$ cat src/rtl/div_pkg.sv
// +-----------------------------------------------------------------------+
// | div_pkg : shared types and constants for the restoring divider        |
// | Revision : 1.0                                                         |
// +-----------------------------------------------------------------------+
`default_nettype none

package div_pkg;

   localparam int DATA_W    = 32;
   localparam int DIV_ITERS = 32;
   localparam int CNT_W     = 6;

   localparam logic [DATA_W-1:0] DIV0_QUOTIENT = 32'hFFFF_FFFF;

   typedef enum logic [0:0] {
      IDLE = 1'b0,
      RUN  = 1'b1
   } div_state_t;

   function automatic logic [DATA_W-1:0] neg_if(input logic [DATA_W-1:0] v,
                                                input logic              neg);
      return neg ? (~v + 1'b1) : v;
   endfunction

endpackage

`default_nettype wire

$ cat src/rtl/div_step.sv
// +-----------------------------------------------------------------------+
// | div_step : one restoring shift-subtract iteration (combinational)     |
// | Revision : 1.0                                                         |
// +-----------------------------------------------------------------------+
`default_nettype none

module div_step
   import div_pkg::*;
(
   input  logic [DATA_W-1:0] rem,
   input  logic              dvd_msb,
   input  logic [DATA_W-1:0] divisor,
   output logic [DATA_W-1:0] rem_next,
   output logic              q_bit
);

   // One extra bit keeps the shifted remainder exact for divisors >= 2^31.
   logic [DATA_W:0]   w_shifted;
   logic [DATA_W-1:0] w_diff;

   assign w_shifted = {rem, dvd_msb};
   assign q_bit     = (w_shifted >= {1'b0, divisor});
   assign w_diff    = w_shifted[DATA_W-1:0] - divisor;
   assign rem_next  = q_bit ? w_diff : w_shifted[DATA_W-1:0];

endmodule

`default_nettype wire

$ cat src/rtl/divider.sv
// +-----------------------------------------------------------------------+
// | divider : 32-bit restoring divider, one quotient bit per clock        |
// | Optional signed DIV support with macro SIGNED_DIV_EN. Revision : 1.0  |
// +-----------------------------------------------------------------------+
`default_nettype none

module divider
   import div_pkg::*;
(
   input  logic                  clk,
   input  logic                  reset,
   input  logic [DATA_W-1:0]     dataA,
   input  logic [DATA_W-1:0]     dataB,
   input  logic                  divOp,
   input  logic                  signedOp,
   output logic [2*DATA_W-1:0]   dataOut,
   output logic                  busy,
   output logic                  done
);

   div_state_t        r_state;
   logic [CNT_W-1:0]  r_cnt;
   logic [DATA_W-1:0] r_rem;
   logic [DATA_W-1:0] r_dvd;
   logic [DATA_W-1:0] r_dvs;
   logic [DATA_W-1:0] r_quo;

   logic [DATA_W-1:0] w_a_mag;
   logic [DATA_W-1:0] w_b_mag;
   logic [DATA_W-1:0] w_rem_next;
   logic [DATA_W-1:0] w_quo_next;
   logic [DATA_W-1:0] w_rem_fin;
   logic [DATA_W-1:0] w_quo_fin;
   logic              w_qbit;

   div_step u_step (
      .rem      (r_rem),
      .dvd_msb  (r_dvd[DATA_W-1]),
      .divisor  (r_dvs),
      .rem_next (w_rem_next),
      .q_bit    (w_qbit)
   );

   assign w_quo_next = {r_quo[DATA_W-2:0], w_qbit};

`ifdef SIGNED_DIV_EN
   logic r_neg_q;
   logic r_neg_r;
   logic w_a_neg;
   logic w_b_neg;

   assign w_a_neg   = signedOp & dataA[DATA_W-1];
   assign w_b_neg   = signedOp & dataB[DATA_W-1];
   assign w_a_mag   = neg_if(dataA, w_a_neg);
   assign w_b_mag   = neg_if(dataB, w_b_neg);
   // Quotient sign follows the operand sign mismatch; remainder follows the dividend.
   assign w_quo_fin = neg_if(w_quo_next, r_neg_q);
   assign w_rem_fin = neg_if(w_rem_next, r_neg_r);

   always_ff @(posedge clk or negedge reset) begin
      if (!reset) begin
         r_neg_q <= 1'b0;
         r_neg_r <= 1'b0;
      end else if (r_state == IDLE && divOp && dataB != '0) begin
         r_neg_q <= w_a_neg ^ w_b_neg;
         r_neg_r <= w_a_neg;
      end
   end
`else
   logic w_unused_signed;

   assign w_unused_signed = signedOp;
   assign w_a_mag         = dataA;
   assign w_b_mag         = dataB;
   assign w_quo_fin       = w_quo_next;
   assign w_rem_fin       = w_rem_next;
`endif

   always_ff @(posedge clk or negedge reset) begin
      if (!reset) begin
         r_state <= IDLE;
         r_cnt   <= '0;
         r_rem   <= '0;
         r_dvd   <= '0;
         r_dvs   <= '0;
         r_quo   <= '0;
         dataOut <= '0;
         busy    <= 1'b0;
         done    <= 1'b0;
      end else begin
         done <= 1'b0;
         case (r_state)
            IDLE: begin
               if (divOp) begin
                  if (dataB == '0) begin
                     dataOut <= {dataA, DIV0_QUOTIENT};
                     done    <= 1'b1;
                  end else begin
                     r_rem   <= '0;
                     r_quo   <= '0;
                     r_dvd   <= w_a_mag;
                     r_dvs   <= w_b_mag;
                     r_cnt   <= '0;
                     busy    <= 1'b1;
                     r_state <= RUN;
                  end
               end
            end
            RUN: begin
               r_rem <= w_rem_next;
               r_dvd <= {r_dvd[DATA_W-2:0], 1'b0};
               r_quo <= w_quo_next;
               r_cnt <= r_cnt + CNT_W'(1);
               if (r_cnt == CNT_W'(DIV_ITERS - 1)) begin
                  dataOut <= {w_rem_fin, w_quo_fin};
                  done    <= 1'b1;
                  busy    <= 1'b0;
                  r_state <= IDLE;
               end
            end
            default: r_state <= IDLE;
         endcase
      end
   end

endmodule

`default_nettype wire
$ cat config.mk
export PLATFORM = sky130hd
export DESIGN_NAME = divider
export DESIGN_NICKNAME = d
export VERILOG_FILES = /design/src/rtl/div_pkg.sv /design/src/rtl/div_step.sv /design/src/rtl/divider.sv
export SDC_FILE = /design/constraint.sdc
export NUM_CORES = 1
export LEC_CHECK = 0
export ABC_AREA = 1
export BUFFER_PORTS_ARGS = -buffer_cell sky130_fd_sc_hd__buf_4
export CAP_MARGIN = 30
export CORE_AREA = 2 2 177 179
export DETAILED_ROUTE_END_ITERATION = 6
export DIE_AREA = 0 0 179 181
export PLACE_DENSITY = 0.56
export SYNTH_ARGS = -nofsm -noshare
export SYNTH_HDL_FRONTEND = slang
export SYNTH_HIERARCHICAL = 1
export SYNTH_SLANG_ARGS = --single-unit
$ cat constraint.sdc
create_clock -name clk -period 2.2 [get_ports clk]
set_clock_uncertainty 0.1 [all_clocks]
set_input_delay 0.66 -clock clk [delete_from_list [all_inputs] [get_ports clk]]
set_output_delay 0.66 -clock clk [all_outputs]
set_load 0.05 [all_outputs]
Word level (Yosys, flattened, before mapping) --
Cells that the tools add are included.
Storage, ports and cells: output and inout bits 66, input bits 68, word-level logic and storage cells 51, flip-flop bits (word level) 200
Cells by class: reduce and logical (&&, ||, !) cells 5, bitwise logic cells 2, multiplexer cells 27, add/sub/neg operators 2, equal/unequal tests 5, magnitude comparators 1
Operators by type and width (number):
- 64-bit two-way mux | 3
- 32-bit two-way mux | 5
- 32-bit case mux with 2 select lines | 2
- 64-bit case mux with 2 select lines | 1
- 31-bit case mux with 2 select lines | 1
- 33-bit by 32-bit >= comparator with 1-bit output | 1
- 32-bit zero test | 1
- 32-bit subtractor | 1
- 6-bit two-way mux | 2
- 6-bit case mux with 2 select lines | 1
- 1-bit two-way mux | 9
- 3-bit AND reduction | 3
- 6-bit by 1-bit adder with 6-bit output (second input constant) | 1
- 6-bit by 5-bit == test with 1-bit output (second input constant) | 1
- 2-bit inequality test (second input constant) | 3
- 1-bit case mux with 2 select lines | 3
- 2-bit by 1-bit inequality test with 1-bit output (second input constant) | 1
- 1-bit inverter | 2
- 2-bit AND reduction | 1

Longest topological paths before layout --
Gate-level depths: netlist of run 1.
word-level depth 4, gate-level depth with buffers 20, mapped depth without buffers 18

Modules after synthesis --
Netlist of run 1, hierarchy kept.
By module, submodules not included:
- divider | instances 1, seq. area each 5004.8 um2, cells an instance 1106, area each 8892.3 um2
- div_step | instances 1, seq. area each 0.0 um2, cells an instance 647, area each 3160.5 um2

Worst setup path after synthesis of run 1 --
Ideal clock, no wire load.
kind register -> register, start reg r_rem[2], end reg dataOut[0], period minus slack after synthesis 2.190 ns, path slack 0.010 ns, stages on the path, launching flop included 16, data required time 1.982 ns, buffers on the path 1, data arrival time 1.972 ns, setup time 0.118 ns, cells stage by stage dfrtp_1 ha_1 nand2_2 inv_1 nand2_1 nand2_1 nand2_1 nand3_2 nand2_2 nand2_2 nand2_4 nand2_8 buf_6 or2_2 nand2_1 nand2_1
On the way: cells in the longest elaborated chain, start to end 3
Ends and longest elaborated chain:
- from (decl) | line divider.sv:23 | logic [DATA_W-1:0] r_rem;
- from (signal assigned) | line divider.sv:110 | r_rem <= w_rem_next;
- 33-bit by 32-bit >= comparator with 1-bit output | line div_step.sv:22 | assign q_bit = (w_shifted >= {1'b0, divisor});
- net w_qbit | line divider.sv:34 | logic w_qbit;
- 64-bit two-way mux | line divider.sv:114 | if (r_cnt == CNT_W'(DIV_ITERS - 1)) begin
- 64-bit case mux with 2 select lines | line divider.sv:92 | case (r_state)
- to (signal assigned) | line divider.sv:96 | dataOut <= {dataA, DIV0_QUOTIENT};
- to (signal assigned) | line divider.sv:115 | dataOut <= {w_rem_fin, w_quo_fin};
- to (decl) | line divider.sv:16 | output logic [2*DATA_W-1:0] dataOut,
The timed path passes the listed nets, and every way through them passes these cells. The select of a mux whose other input is x is not followed. A chain may end at the register's enable or synchronous reset.

Worst setup path in the final report of run 1 --
start reg r_rem[24], end reg dataOut[41]
On the way: cells in the longest elaborated chain, start to end 4
Ends and longest elaborated chain:
- 33-bit by 32-bit >= comparator with 1-bit output | line div_step.sv:22
- 32-bit two-way mux | line div_step.sv:24 | assign rem_next = q_bit ? w_diff : w_shifted[DATA_W-1:0];
- net w_rem_fin[9] | line divider.sv:32 | logic [DATA_W-1:0] w_rem_fin;
- 64-bit two-way mux | line divider.sv:114
- 64-bit case mux with 2 select lines | line divider.sv:92
The timed path passes the listed nets, and every way through them passes these cells. The select of a mux whose other input is x is not followed.

==> results of run 1 <==
metrics by stage:
step           hold WS, ns  total power, mW
5_1_grt             0.0629             30.4
6_report            0.0498             28.2
3_3_place_gp         0.354             20.7
3_5_place_dp         0.358             20.9
4_1_cts             0.0601             26.4
2_1_floorplan        0.264             14.8
worst paths after layout:
kind | start | endpoint | depth (start not counted)
worst max-delay path | r_rem[24] | dataOut[41] | 16
worst min-delay path | reset | r_rem[20] | 1
worst max register to register | r_rem[24] | dataOut[41] | 16
worst min register to register | r_dvs[5] | r_dvs[5] | 2
max in group asynchronous | reset | r_rem[4] | 2
min in group clk | r_dvs[5] | r_dvs[5] | 2
report_power, final:
group / internal, mW / switching [mW]
combinational: 8.53 / 10.5
clock: 1.64 / 1.67
sequential: 4.90 / 0.889
total: 15.1 / 13.1
layout by cell type (no fill, tap or decap), types with 18 or more instances in the layout:
cell type and instances:
sky130_fd_sc_hd__clkbuf_16 18, sky130_fd_sc_hd__inv_1 149, sky130_fd_sc_hd__nand3_1 197, sky130_fd_sc_hd__inv_2 32, sky130_fd_sc_hd__nand3_2 26, sky130_fd_sc_hd__nand4_1 36
sky130_fd_sc_hd__nor2_1 66, sky130_fd_sc_hd__nand2_2 71, sky130_fd_sc_hd__ha_4 29, sky130_fd_sc_hd__dfrtp_1 198, sky130_fd_sc_hd__buf_12 19, sky130_fd_sc_hd__nand2_1 720
sky130_fd_sc_hd__buf_4 351, sky130_fd_sc_hd__a21oi_1 20
cell type report:
| cell class | instances | area [µm²] |
|---|---|---|
| fillers | 2909 | 13500 |
| multi-input cells | 1288 | 6860 |
| flip-flops and latches | 200 | 5010 |
| repair buffers | 382 | 3230 |
| inverters | 183 | 694 |
| well taps | 396 | 495 |
| clock buffers | 17 | 425 |
| clock inverters | 15 | 186 |
timing repair:
action / 4_1_cts / 5_1_grt
cloned: 6 / 1
setup endpoints to repair: 66 / 66
setup buffers: 18 / 13
pin swaps: 50 / 49
gates resized for setup: 121 / 119
kinds of logic (layout without fill, tap and decap cells):
logic type,after synthesis,in the layout
compound gates,37,37
xor+xnor,14,14
fa+ha+maj,34,34
buf+inv,269,597
flops,200,200
simple gates,1199,1203
flip-flops by register name (all words and copies together), names as in the netlist:
register	count
r_quo	31
r_dvs	32
r_rem	32
r_dvd	32
dataOut	64
r_state	1
busy	1
done	1
r_cnt	6
worst max-delay path: cells and delay by family, from the launching register on:
kind	cells	cell delay, ns
fa+ha+maj	1	0.30
simple gates	12	1.13
flops	1	0.42
buf+inv	3	0.40
metal layers:
| layer | global-route usage [%] | up-vias | routed length, µm | part of all wire [%] |
|---|---|---|---|---|
| met2 | 39.5 | 327 | 18200 | 46 |
| li1 | - | 6087 | - | - |
| met4 | 8.20 | 0 | 1320 | 3.3 |
| met1 | 33.8 | 5698 | 18000 | 45 |
| met3 | 3.43 | 63 | 2020 | 5.1 |
| met5 | 0 | - | 0 | 0 |
==> results.md, run 1 <==
- Compared with the post-synthesis result, the final layout area differs by 40.2%.
- The critical path capture point type is a register.
- The maximum number of pins on one net before global-route repair is 64.
- The total of endpoints with negative setup slack in the final report is 65.
- After synthesis, the share of flip-flops with an asynchronous set or reset is 100%.
- The clock latency reported for the late side of the worst-skew pair is 0.46 ns.
- Setup repair after global routing could not meet its margin everywhere.
- The x dimension of the die is roughly 180 µm.
- The synthesized design spends more area on one cell type than any other, namely sky130_fd_sc_hd__dfrtp_1.
- Hold repair after CTS inserted 0 buffers.
- After detailed placement, the design holds a cell count of roughly 2400.
- After layout, the worst setup slack is -0.212 ns.
- The number of pins with negative max-slew slack in the final report is 0.
- Global routing consumed, over all layers together, 24.5% of the routing resources.
- Summing all non-filler instances in the final layout gives an area of between 15000 and 20000 µm².
- The H-tree generated during clock tree synthesis spans 4 levels.
- The floorplan die area is around 32000 µm².
- The flow ran to the end, but the final reports show violations.
- The total count of hold-check failures in the final report is 0.
- The placed wire-length estimate is ~27 mm.
- The initial detailed-routing violation count is slightly above 800.
- The share of synthesized area in the top cell type comes to approximately 42%.
- The largest vdd supply drop is slightly above 0.9 mV.
- Along the worst path, the maximum fanout reaches 7.
- The post-synthesis sequential element count is 200.
- The buffer depth of the longest clock path is 2.
- The detail-routed net length per standard cell is between 15 and 20 µm.
- The number of distinct standard cells referenced by the synthesized netlist is 30.
- For this design the ratio of total power to cell area is roughly 1700 nW/µm².
- The cell count after synthesis is approximately 1800.
- In the routed design, unresolved DRC markers number 0.
- The largest individual stage delay along the critical path comes from the cell sky130_fd_sc_hd__dfrtp_1.
- By area, the combinational part of the netlist is dominated by simple AND/OR/NAND/NOR gates.
- The number of top-level design ports is around 130.
- The initial core utilization is between 30% and 40%.
- The clock root buffer master is sky130_fd_sc_hd__clkbuf_16.
- The fraction of the mapped netlist area in compound gates is about 1.6%.
- The die extent in y is between 150 and 200 µm.
- The final net count is ~2200.
- The synthesized netlist occupies a cell area of 12100 µm².
- The critical path class is register to register.
- Cells with a size suffix above 1 make up 31.4% of the layout.
- For this run, the share of the core covered by cells in the final layout is ~56%.
- The total number of yosys warnings is 6.
- The overall via count from detail_route is approximately 12000.
- The fraction of the mapped netlist area in adder cells is between 3 and 4%.
- The checks that failed: negative setup slack.
- Of the total synthesized cell area, the portion taken by XOR and XNOR cells is about 1%.
- Timing analysis after detailed placement gives a worst setup slack of -0.357 ns.
- The endpoint required time on the critical path is between 2 and 2.5 ns.
- The max-capacitance violation count is 0.
- The reg-to-reg setup timing slack is -0.21 ns.
- The floorplan has 64 rows.
- Data arrives at the worst endpoint at 2.70 ns.
- Input and output buffers added on the ports amount to approximately 130.
- The critical path goes through ha_4 -> buf_6 -> nand2_4 -> nor2_4 -> nand2_2 -> nor3_4 -> nand2_8 -> buf_12 -> nand2_8 -> buf_12 -> nand2_2 -> nand2_2 -> nand2_2 -> nand2_1 -> nand2_1 -> nand2_1.
- By area the synthesized netlist is led by sky130_fd_sc_hd__dfrtp_1, sky130_fd_sc_hd__nand2_1, sky130_fd_sc_hd__nand3_1.
- The first global-routing pass estimated between 60 and 70 mm of wire.
- The CTS tree is done.
- The routability congestion estimate is 0.925.
- The number of enable-type register cells in the synthesized netlist is 0.
- The post-route non-filler standard cell count is around 2500.
- The remaining global-route overflow is 0.
- The type of origin of the critical path is a register.
- The diode insertion count for antenna repair is 0.
- The simple-gate share of the synthesized area is between 40% and 50%.
- The final routed wirelength across all metal layers is between 30 and 40 mm.
- The mux cell area share after synthesis is 0%.
- On the worst path, the slowest cell contributes a delay of approximately 0.42 ns.
- Sequential cells were found to cover a little over 40% of the synthesized design area.
- The total area inside the core boundary comes to 30300 µm².
- Summed over all cells, the static leakage comes to ~9.1 nW.
- In this run the remaining antenna-violating nets after routing total 0.
- Based on the critical path, the design can be clocked at up to just over 400 MHz.
- The worst pin sits at a relative slew slack of 66.1%.
- The synthesized area per cell is around 6.9 µm².
- The register clock-pin slew on the reported worst setup and hold paths is roughly 0.08 ns.
- The dominant cell by count in the synthesized netlist is sky130_fd_sc_hd__nand2_1.
- The TritonCTS buffer count is 17.
- The shortest period the worst path allows is between 2 and 2.5 ns.
- The path class of the tightest hold or removal check is primary input to asynchronous set/reset pin.
- Dividing the detail-routed via count by the number of cells gives just under 5.
- The post-detailed-placement cell area is between 10000 and 15000 µm².
- The final critical path takes up 110% of the cycle.
- The via count of the first global-routing pass is between 10000 and 15000.
- The most used flip-flop cell after synthesis is sky130_fd_sc_hd__dfrtp_1.
- The pin slew with the least headroom to its limit is 0.508 ns.
- The most common cell type on the critical path is sky130_fd_sc_hd__nand2_2.
- Counting every net in the synthesized netlist gives between 1500 and 2000.
- By count the netlist is led by sky130_fd_sc_hd__nand2_1, sky130_fd_sc_hd__nand3_1, sky130_fd_sc_hd__dfrtp_1.
- The iteration count of the initial detailed-routing pass is 5.
- The sum of negative setup slack is -7.81 ns.
- The number of sinks on the clock net is 200.
- The initial antenna violation count was 0.
Note: power is estimated with default switching activity, not from simulation.
==> run 2: changes to the inputs <==
- SETUP_SLACK_MARGIN: not set -> 0.4
==> run 2 against run 1 <==
  * The run still ends with negative setup slack left
  * Clock power hardly changed
  * Sequential cell count stayed put
  * Die area stayed put
  * Cell count is 3.7% higher
  * Largest cell class unchanged
==> results.md, run 2 (synthesis results as in run 1) <==
- The run finished, with violations left.
- The checks that failed: negative setup slack.
- The leakage component of the power is 10.3 nW (+13%).
- The per-cell via count in the routed design was 5.11 (+4.1%).
- The critical path goes through ha_4 -> inv_4 -> nor3_4 -> nand2_4 -> nor3_4 -> nand2_8 -> nand2_8 -> buf_6 -> nand2_4 -> nand2_2 -> nand2_2 -> nand2_1 -> nand2_1 -> nand2_1.
- The routability congestion estimate was 0.878 (-5.1%).
- The met2 wire length is 21.8 mm (+19%).
- The TritonCTS buffer count is 17 (unchanged).
- The number of cells traversed by the worst register-to-register path is 14 (-2).
- The utilization of the core after routing is 65.3% (+9.7 points).
- The buffer depth of the longest clock path came to 2 (unchanged).
- The largest vdd supply drop was 0.756 mV (-18%).
- The type of origin of the critical path is a register.
- The final net count is 2267 (+4.3%).
- The tightest min-delay check is of the primary input to asynchronous set/reset pin type.
- The floorplan row count came to 64 (unchanged).
- The share of cells above drive strength 1 is 44.8% (+13 points).
- The clock latency reported for the late side of the worst-skew pair is 0.45 ns (about the same).
- The die extent in y came to 181 µm (unchanged).
- The reg-to-reg setup timing slack is -0.27 ns (-0.05 ns).
- The relative max-transition margin is 49.9% (-16 points).
- Relative to the synthesized area, the layout overhead comes to 64.5%.
- The placed wire-length estimate is 26.6 mm (-0.56%).
- The internal power consumption is 15.9 mW (+5.3%).
- The top fanout value on the critical path was 7 (unchanged).
- The remaining antenna violation count after routing is 0 (unchanged).
- The via count of the first global-routing pass is 12600 (+5.9%).
- The sum of negative setup slack is -10.89 ns (-3.08 ns).
- The floorplan core area was 30300 µm² (unchanged).
- The critical path capture point type is a register.
- The number of filler cells placed in the layout was 2523 (-13%).
- The initial core utilization was 39.7% (unchanged).
- The final routed wirelength across all metal layers is 46.7 mm (+18%).
- The total length of routed met3 wires is 2.99 mm (+48%).
- The remaining global-route overflow came to 0 (unchanged).
- In the layout the commonest cells are sky130_fd_sc_hd__nand2_1, sky130_fd_sc_hd__buf_4, sky130_fd_sc_hd__dfrtp_1.
- The overall via count from detail_route is 13100 (+8.0%).
- The logic gate share of total power is 69.4% (+1.7 points).
- The maximum number of pins on one net before global-route repair is 83 (+30%).
- The max-capacitance violation count is 0 (unchanged).
- The initial antenna violation count came to 1 (+1).
- The initial detailed-routing violation count is 851 (+3.8%).
- Setup repair after global routing could not meet its margin everywhere.
- The total power divided by cell area is 1520 nW/µm² (-8.6%).
- The arrival time of data at the critical path endpoint is 2.76 ns (+0.06 ns).
- The upper clock frequency limit is 406 MHz (-2.1%).
- In this run the critical register-to-register path is launched from r_rem[30].
- The number of sinks on the clock net is 200 (unchanged).
- The post-route met1 wirelength is 19.9 mm (+11%).
- The fraction of power consumed by the clock network was 10.9% (-0.8 points).
- The pin slew with the least headroom to its limit is 0.752 ns (+0.243 ns).
- The fraction of power spent switching nets is 47.4% (+0.95 points).
- The highest layer touched by signal routing is met5.
- The count of input and output buffers is 132 (unchanged).
- The wire length of the first global-routing pass is 67.3 mm (+8.0%).
- The number of top-level design ports came to 134 (unchanged).
- The total DRC errors in the routed layout is 0 (unchanged).
- The setup slack of the critical path after layout is -0.265 ns (-0.0530 ns).
- On the critical path, the stage with the largest delay is an instance of sky130_fd_sc_hd__dfrtp_1.
- The library cell used most frequently in the layout, excluding fill and tap cells, is sky130_fd_sc_hd__nand2_1.
- The global-route usage over all layers is 26.8% (+2.2 points).
- The clock root buffer master is sky130_fd_sc_hd__clkbuf_16.
- The detail-routed net length per standard cell is 18.2 µm (+14%).
- The CTS tree is done.
- The combined area of the multi-input logic cells was 7920 µm² (+15%).
- The sequential cell area is 5010 µm² (+0.13%).
- The endpoint required time on the critical path is 2.50 ns (about the same).
- The worst register-to-register path ends at dataOut[40].
- The diode insertion count for antenna repair was 0 (unchanged).
- The flip-flop count of the largest register, all copies and words added is 64 (unchanged).
- The worst setup timing slack at the placement stage came to -0.516 ns (-0.159 ns).
- The sequential share of power is 19.8% (-0.8 points).
- The total count of hold-check failures in the final report is 0 (unchanged).
- The shortest period the worst path allows is 2.47 ns (+0.0530 ns).
- The floorplan die area was 32400 µm² (unchanged).
- The x dimension of the die is 179 µm (unchanged).
- The switching power is 14.3 mW (+9.4%).
- The critical path in this run is classified as register to register.
- Counting stages on the worst path, the most repeated cell is sky130_fd_sc_hd__nand2_1.
- The largest register by flop count is dataOut.
- The register clock-pin slew on the reported worst setup and hold paths was 0.09 ns (about the same).
- The largest incremental delay on the critical path came to 0.43 ns (about the same).
- The fraction of the cycle the final worst path needs is 112% (+2.4 points).
- The total of endpoints with negative setup slack in the final report is 65 (unchanged).
- The number of pins with negative max-slew slack in the final report is 0 (unchanged).
- The maximum level of the CTS H-tree came to 4 (unchanged).
- The iteration count of the initial detailed-routing pass is 7 (+2).
## run 2: layer usage
layer	track usage, %	up-vias
met5	0	-
met4	10.4	2
met3	3.51	112
met2	43.2	453
met1	36.3	6280
li1	-	6300
## run 2: what timing repair did
| item | 4_1_cts | 5_1_grt |
|---|---|---|
| setup endpoints to repair | 250 | 265 |
| cloned | 27 | 16 |
| buffers inserted | 38 | 55 |
| pin swaps | 86 | 133 |
| hold buffers | 0 | 0 |
| gates resized for setup | 264 | 380 |
## run 2: area by class of cell
type	count	share of cell area, %
Timing Repair Buffer	476	25.7
Multi-Input combinational cell	1287	39.9
Clock inverter	14	0.871
Tap cell	396	2.50
Clock buffer	18	2.16
Inverter	183	3.50
Sequential cell	200	25.3
## run 2: power groups by stage
| stage | logic (mW) | clock network (mW) | registers (mW) |
|---|---|---|---|
| after floorplan | 8.97 | 0 | 5.91 |
| after global placement | 15.2 | 0 | 5.72 |
| after detailed placement | 15.4 | 0 | 5.73 |
| after CTS | 17.4 | 3.30 | 5.83 |
| after global routing | 22.8 | 3.47 | 6.09 |
| final | 20.9 | 3.28 | 5.98 |
## run 2: worst max-delay path: cells and delay by family, from the launching register on
family,cells,cell delay [ns]
DFF,1,0.43
and+or+nand+nor,11,1.36
adders and majority gates,1,0.32
buffers and inverters,2,0.18
## run 2: worst max-delay path by stage
stage / start / to
CTS: r_rem[28] / dataOut[34]
finish: r_rem[30] / dataOut[40]
floorplan: r_rem[1] / dataOut[0]
detailed placement: dataB[23] / dataOut[9]
global route: r_dvs[18] / dataOut[63]
global placement: dataB[23] / dataOut[47]
## run 2: stage by stage
step | power (mW) | std cells | cell area, µm² | hold WS, ns
after CTS | 26.6 | 2503 | 17800 | 0.0573
after global routing | 32.3 | 2574 | 19800 | 0.0545
final | 30.2 | 2574 | 19800 | 0.0390
after global placement | 21.0 | 2406 | 15000 | 0.357
after floorplan | 14.9 | 1753 | 12200 | 0.264
after detailed placement | 21.1 | 2406 | 15000 | 0.360
==> run 3: changes to the inputs <==
- ABC_AREA: 1 -> not set
- CORE_AREA: 2 2 177 179 -> 2 2 165 167
- DIE_AREA: 0 0 179 181 -> 0 0 167 169
==> run 3 against run 2 <==
  * The run still ends with negative setup slack left
  * Wire length shrank 32%
  * Sequential cell count did not move
  * Sequential share of layout area up 5.6 points
  * Power down 38%
  * Register-to-register slack lost 1.0 ns
  * Synthesized cell count decreased by 47%
  * Non-clock buffer count fell by 73
==> results.md, run 3 <==
- The register clock-pin slew on the reported worst setup and hold paths is 0.10 ns (about the same).
- The total count of hold-check failures in the final report is 0 (unchanged).
- The clock root buffer master is sky130_fd_sc_hd__clkbuf_16.
- The final net count came to 1391 (-39%).
- The remaining global-route overflow is 0 (unchanged).
- The most common cell type on the critical path is sky130_fd_sc_hd__mux2_2.
- The arrival time of data at the critical path endpoint is 3.70 ns (+0.94 ns).
- The routability congestion estimate is 0.832 (-5.2%).
- The via count of the first global-routing pass is 8506 (-33%).
- The max-capacitance violation count is 0 (unchanged).
- The share of the yosys chip area belonging to registers is 48.1% (+6.6 points).
- The number of pins with negative max-slew slack in the final report is 0 (unchanged).
- The x dimension of the die is 167 µm (-6.7%).
- The largest incremental delay on the critical path is 0.43 ns (about the same).
- The endpoint identified for the worst register-to-register timing path is dataOut[60].
- TritonCTS built the clock tree.
- The endpoint required time on the critical path is 2.43 ns (-0.07 ns).
- The top fanout value on the critical path is 14 (+7).
- The setup slack of the critical path after layout is -1.26 ns (-0.997 ns).
- Leaving out fill and tap cells, the most frequent cells in the layout are sky130_fd_sc_hd__buf_4, sky130_fd_sc_hd__dfrtp_1, sky130_fd_sc_hd__buf_6.
- The floorplan die area is 28200 µm² (-13%).
- After synthesis, the most frequently instantiated cells are sky130_fd_sc_hd__dfrtp_1, sky130_fd_sc_hd__mux2_2, sky130_fd_sc_hd__a21oi_1.
- The placed wire-length estimate is 19.4 mm (-27%).
- The iteration count of the initial detailed-routing pass is 5 (-2).
- The highest-delay cell along the critical path is sky130_fd_sc_hd__dfrtp_1.
- The die extent in y came to 169 µm (-6.6%).
- The area share of the largest cell type after synthesis came to 48.1% (+6.6 points).
- The final routed wirelength across all metal layers was 31.6 mm (-32%).
- The overall via count from detail_route was 8643 (-34%).
- The initial detailed-routing violation count is 583 (-31%).
- The share of cells above drive strength 1 is 54.6% (+9.8 points).
- The class of the most critical hold timing path is primary input to asynchronous set/reset pin.
- The count of input and output buffers was 132 (unchanged).
- For this run, the leading register cell type out of synthesis is sky130_fd_sc_hd__dfrtp_1.
- The cell type with the largest total area after synthesis is sky130_fd_sc_hd__dfrtp_1.
- The clock latency reported for the late side of the worst-skew pair is 0.45 ns (about the same).
- The post-detailed-placement cell area came to 13500 µm² (-10%).
- The TritonCTS buffer count is 17 (unchanged).
- The detail-routed net length per standard cell is 19.2 µm (+5.9%).
- The flip-flop count of the largest register, all copies and words added is 64 (unchanged).
- Traced cell by cell, the critical path runs through ha_4 -> nand4_1 -> nor2_1 -> or3_4 -> nor4b_4 -> o21ai_2 -> a31oi_4 -> o21a_4 -> inv_4 -> buf_12 -> mux2_4 -> mux2_2 -> mux2_2.
- The critical path capture point type is a register.
- The total number of yosys warnings is 6 (unchanged).
- The critical path ends at dataOut[60].
- Ranked by flip-flop count, first place goes to dataOut.
- The fraction of the cycle the final worst path needs was 157% (+45 points).
- The total power divided by cell area came to 1160 nW/µm² (-24%).
- The pin slew with the least headroom to its limit is 0.465 ns (-0.286 ns).
- The critical path launch point is r_rem[8].
- The cts-stage hold buffer count is 0 (unchanged).
- The fraction of registers with async set/reset came to 100% (unchanged).
- The post-synth net total is 1027 (-45%).
- The upper clock frequency limit is 289 MHz (-29%).
- The buffer depth of the longest clock path is 2 (unchanged).
- The sum of buffers and inverters on the critical path is 2 (unchanged).
- The worst register-to-register path begins at r_rem[8].
- The remaining antenna violation count after routing is 0 (unchanged).
- The maximum level of the CTS H-tree is 4 (unchanged).
- The top cell family by delay on the critical path is simple AND/OR/NAND/NOR gates.
- The number of top-level design ports came to 134 (unchanged).
- The final worst hold slack is 0.0286 ns (-0.0103 ns).
- The mapped cell area came to 10400 µm² (-14%).
- The total DRC errors in the routed layout is 0 (unchanged).
- The critical path class is register to register.
- The shortest period the worst path allows was 3.46 ns (+0.997 ns).
- The global-route usage over all layers was 20.6% (-6.1 points).
- The maximum number of pins on one net before global-route repair was 76 (-8.4%).
- The floorplan row count came to 60 (-6.3%).
- The total stage count of the critical path was 13 (-1).
- STA classifies the critical path startpoint as a register.
- The wire length of the first global-routing pass is 46.4 mm (-31%).
- The number of cells traversed by the worst register-to-register path is 13 (-1).
- The largest vdd supply drop was 0.722 mV (-4.4%).
- The dominant cell by count in the synthesized netlist is sky130_fd_sc_hd__dfrtp_1.
- The diode insertion count for antenna repair came to 0 (unchanged).
- The cell area after layout is 16200 µm² (-18%).
- The total of endpoints with negative setup slack in the final report is 152 (+130%).
- The initial antenna violation count is 1 (unchanged).
- The initial core utilization is 39.2% (-0.48 points).
- The floorplan core area is 26500 µm² (-13%).
- The flow ran to the end, but the final reports show violations.
- The reg-to-reg setup timing slack is -1.26 ns (-1.00 ns).
- The relative max-transition margin came to 68.6% (+19 points).
- The number of sinks on the clock net is 200 (unchanged).
- The synthesized area per cell is 11.2 µm² (+63%).
- Yosys attributes the largest share of cell area to sky130_fd_sc_hd__dfrtp_1, sky130_fd_sc_hd__mux2_2, sky130_fd_sc_hd__a22o_1.
- The cell count after synthesis came to 925 (-47%).
- The per-cell via count in the routed design came to 5.26 (+3.0%).
- Setup repair after global routing could not meet its margin everywhere.
- The number of distinct standard cells referenced by the synthesized netlist was 58 (+93%).
- The number of enable-type register cells in the synthesized netlist is 0 (unchanged).
- The library cell used most frequently in the layout, excluding fill and tap cells, is sky130_fd_sc_hd__buf_4.
- The checks that failed: negative setup slack.
- From synthesis to final layout, the design area changed by 56.2%.
- The leakage component of the power came to 7.57 nW (-27%).
- The post-synthesis sequential element count is 200 (unchanged).
[run 3: changes by cell type after synthesis, sizes merged, moves of 63 or more]
cell | before | now
nand2 | 804 | 60
nand3 | 224 | 11
inv | 183 | 42
mux2 | 0 | 126
a22o | 0 | 68
nor2 | 89 | 26
[run 3: power by group]
group          total, mW  internal (mW)  switching [mW]
combinational       10.4           6.06            4.36
clock               3.58           1.67            1.91
sequential          4.82           4.32           0.495
[run 3: worst min path at each step]
stage / start / endpoint / slack (ns) / cells past startpoint
floorplan: reset / busy / 0.26 / 0
global placement: dataOut[9] / dataOut[9] / 0.38 / 1
detailed placement: dataOut[15] / dataOut[15] / 0.38 / 1
CTS: reset / dataOut[40] / 0.04 / 1
global route: reset / dataOut[40] / 0.05 / 1
finish: reset / r_dvd[9] / 0.03 / 1
[run 3: repair_timing]
action                                  CTS  global route
pin swaps                                52           112
endpoints found under the setup margin  260           264
endpoints found under the hold margin     0             0
gates resized for setup                  53           225
gates cloned                              6            18
buffers inserted                         15            28
[run 3: metrics by stage]
step                      util, %  std cells  TNS (ns)  power, mW  worst slack (ns)
after floorplan                 -        925    -63.46       10.7             -1.23
after global placement       50.9       1544   -113.30       14.0             -1.21
after detailed placement     50.9       1544   -118.30       14.1             -1.29
after CTS                    55.5       1597    -63.09       18.2             -1.15
after global routing         61.3       1643    -82.30       19.9             -1.37
final                        61.3       1643    -73.95       18.8             -1.26
[run 3: cells by family (layout without fill, tap and decap cells)]
kind of cell | Yosys count | after routing | synth area share [%]
buffers and inverters | 100 | 477 | 4.65
AND/OR/NAND/NOR | 176 | 176 | 8.68
flip-flops | 200 | 200 | 48.1
AO/OA/AOI/OAI | 257 | 257 | 17.7
adder cells (fa/ha/maj) | 34 | 34 | 4.16
XOR/XNOR | 29 | 29 | 2.44
multiplexers | 129 | 129 | 14.3
[run 3: per-layer routing]
metal | share of wire, % | global-route usage [%] | vias to the layer above
met5 | 0.041 | 0 | -
met3 | 4.2 | 3.86 | 23
met4 | 1.0 | 3.97 | 2
met1 | 47 | 28.6 | 4343
li1 | - | - | 4106
met2 | 48 | 34.1 | 169
[run 3: layout make-up]
| cell class | count | area (µm²) |
|---|---|---|
| Fill cell | 2099 | 10300 |
| Multi-Input combinational cell | 625 | 5900 |
| Sequential cell | 200 | 5010 |
| Timing Repair Buffer | 403 | 4060 |
| Tap cell | 341 | 427 |
| Clock buffer | 17 | 425 |
| Clock inverter | 15 | 250 |
| Inverter | 42 | 160 |
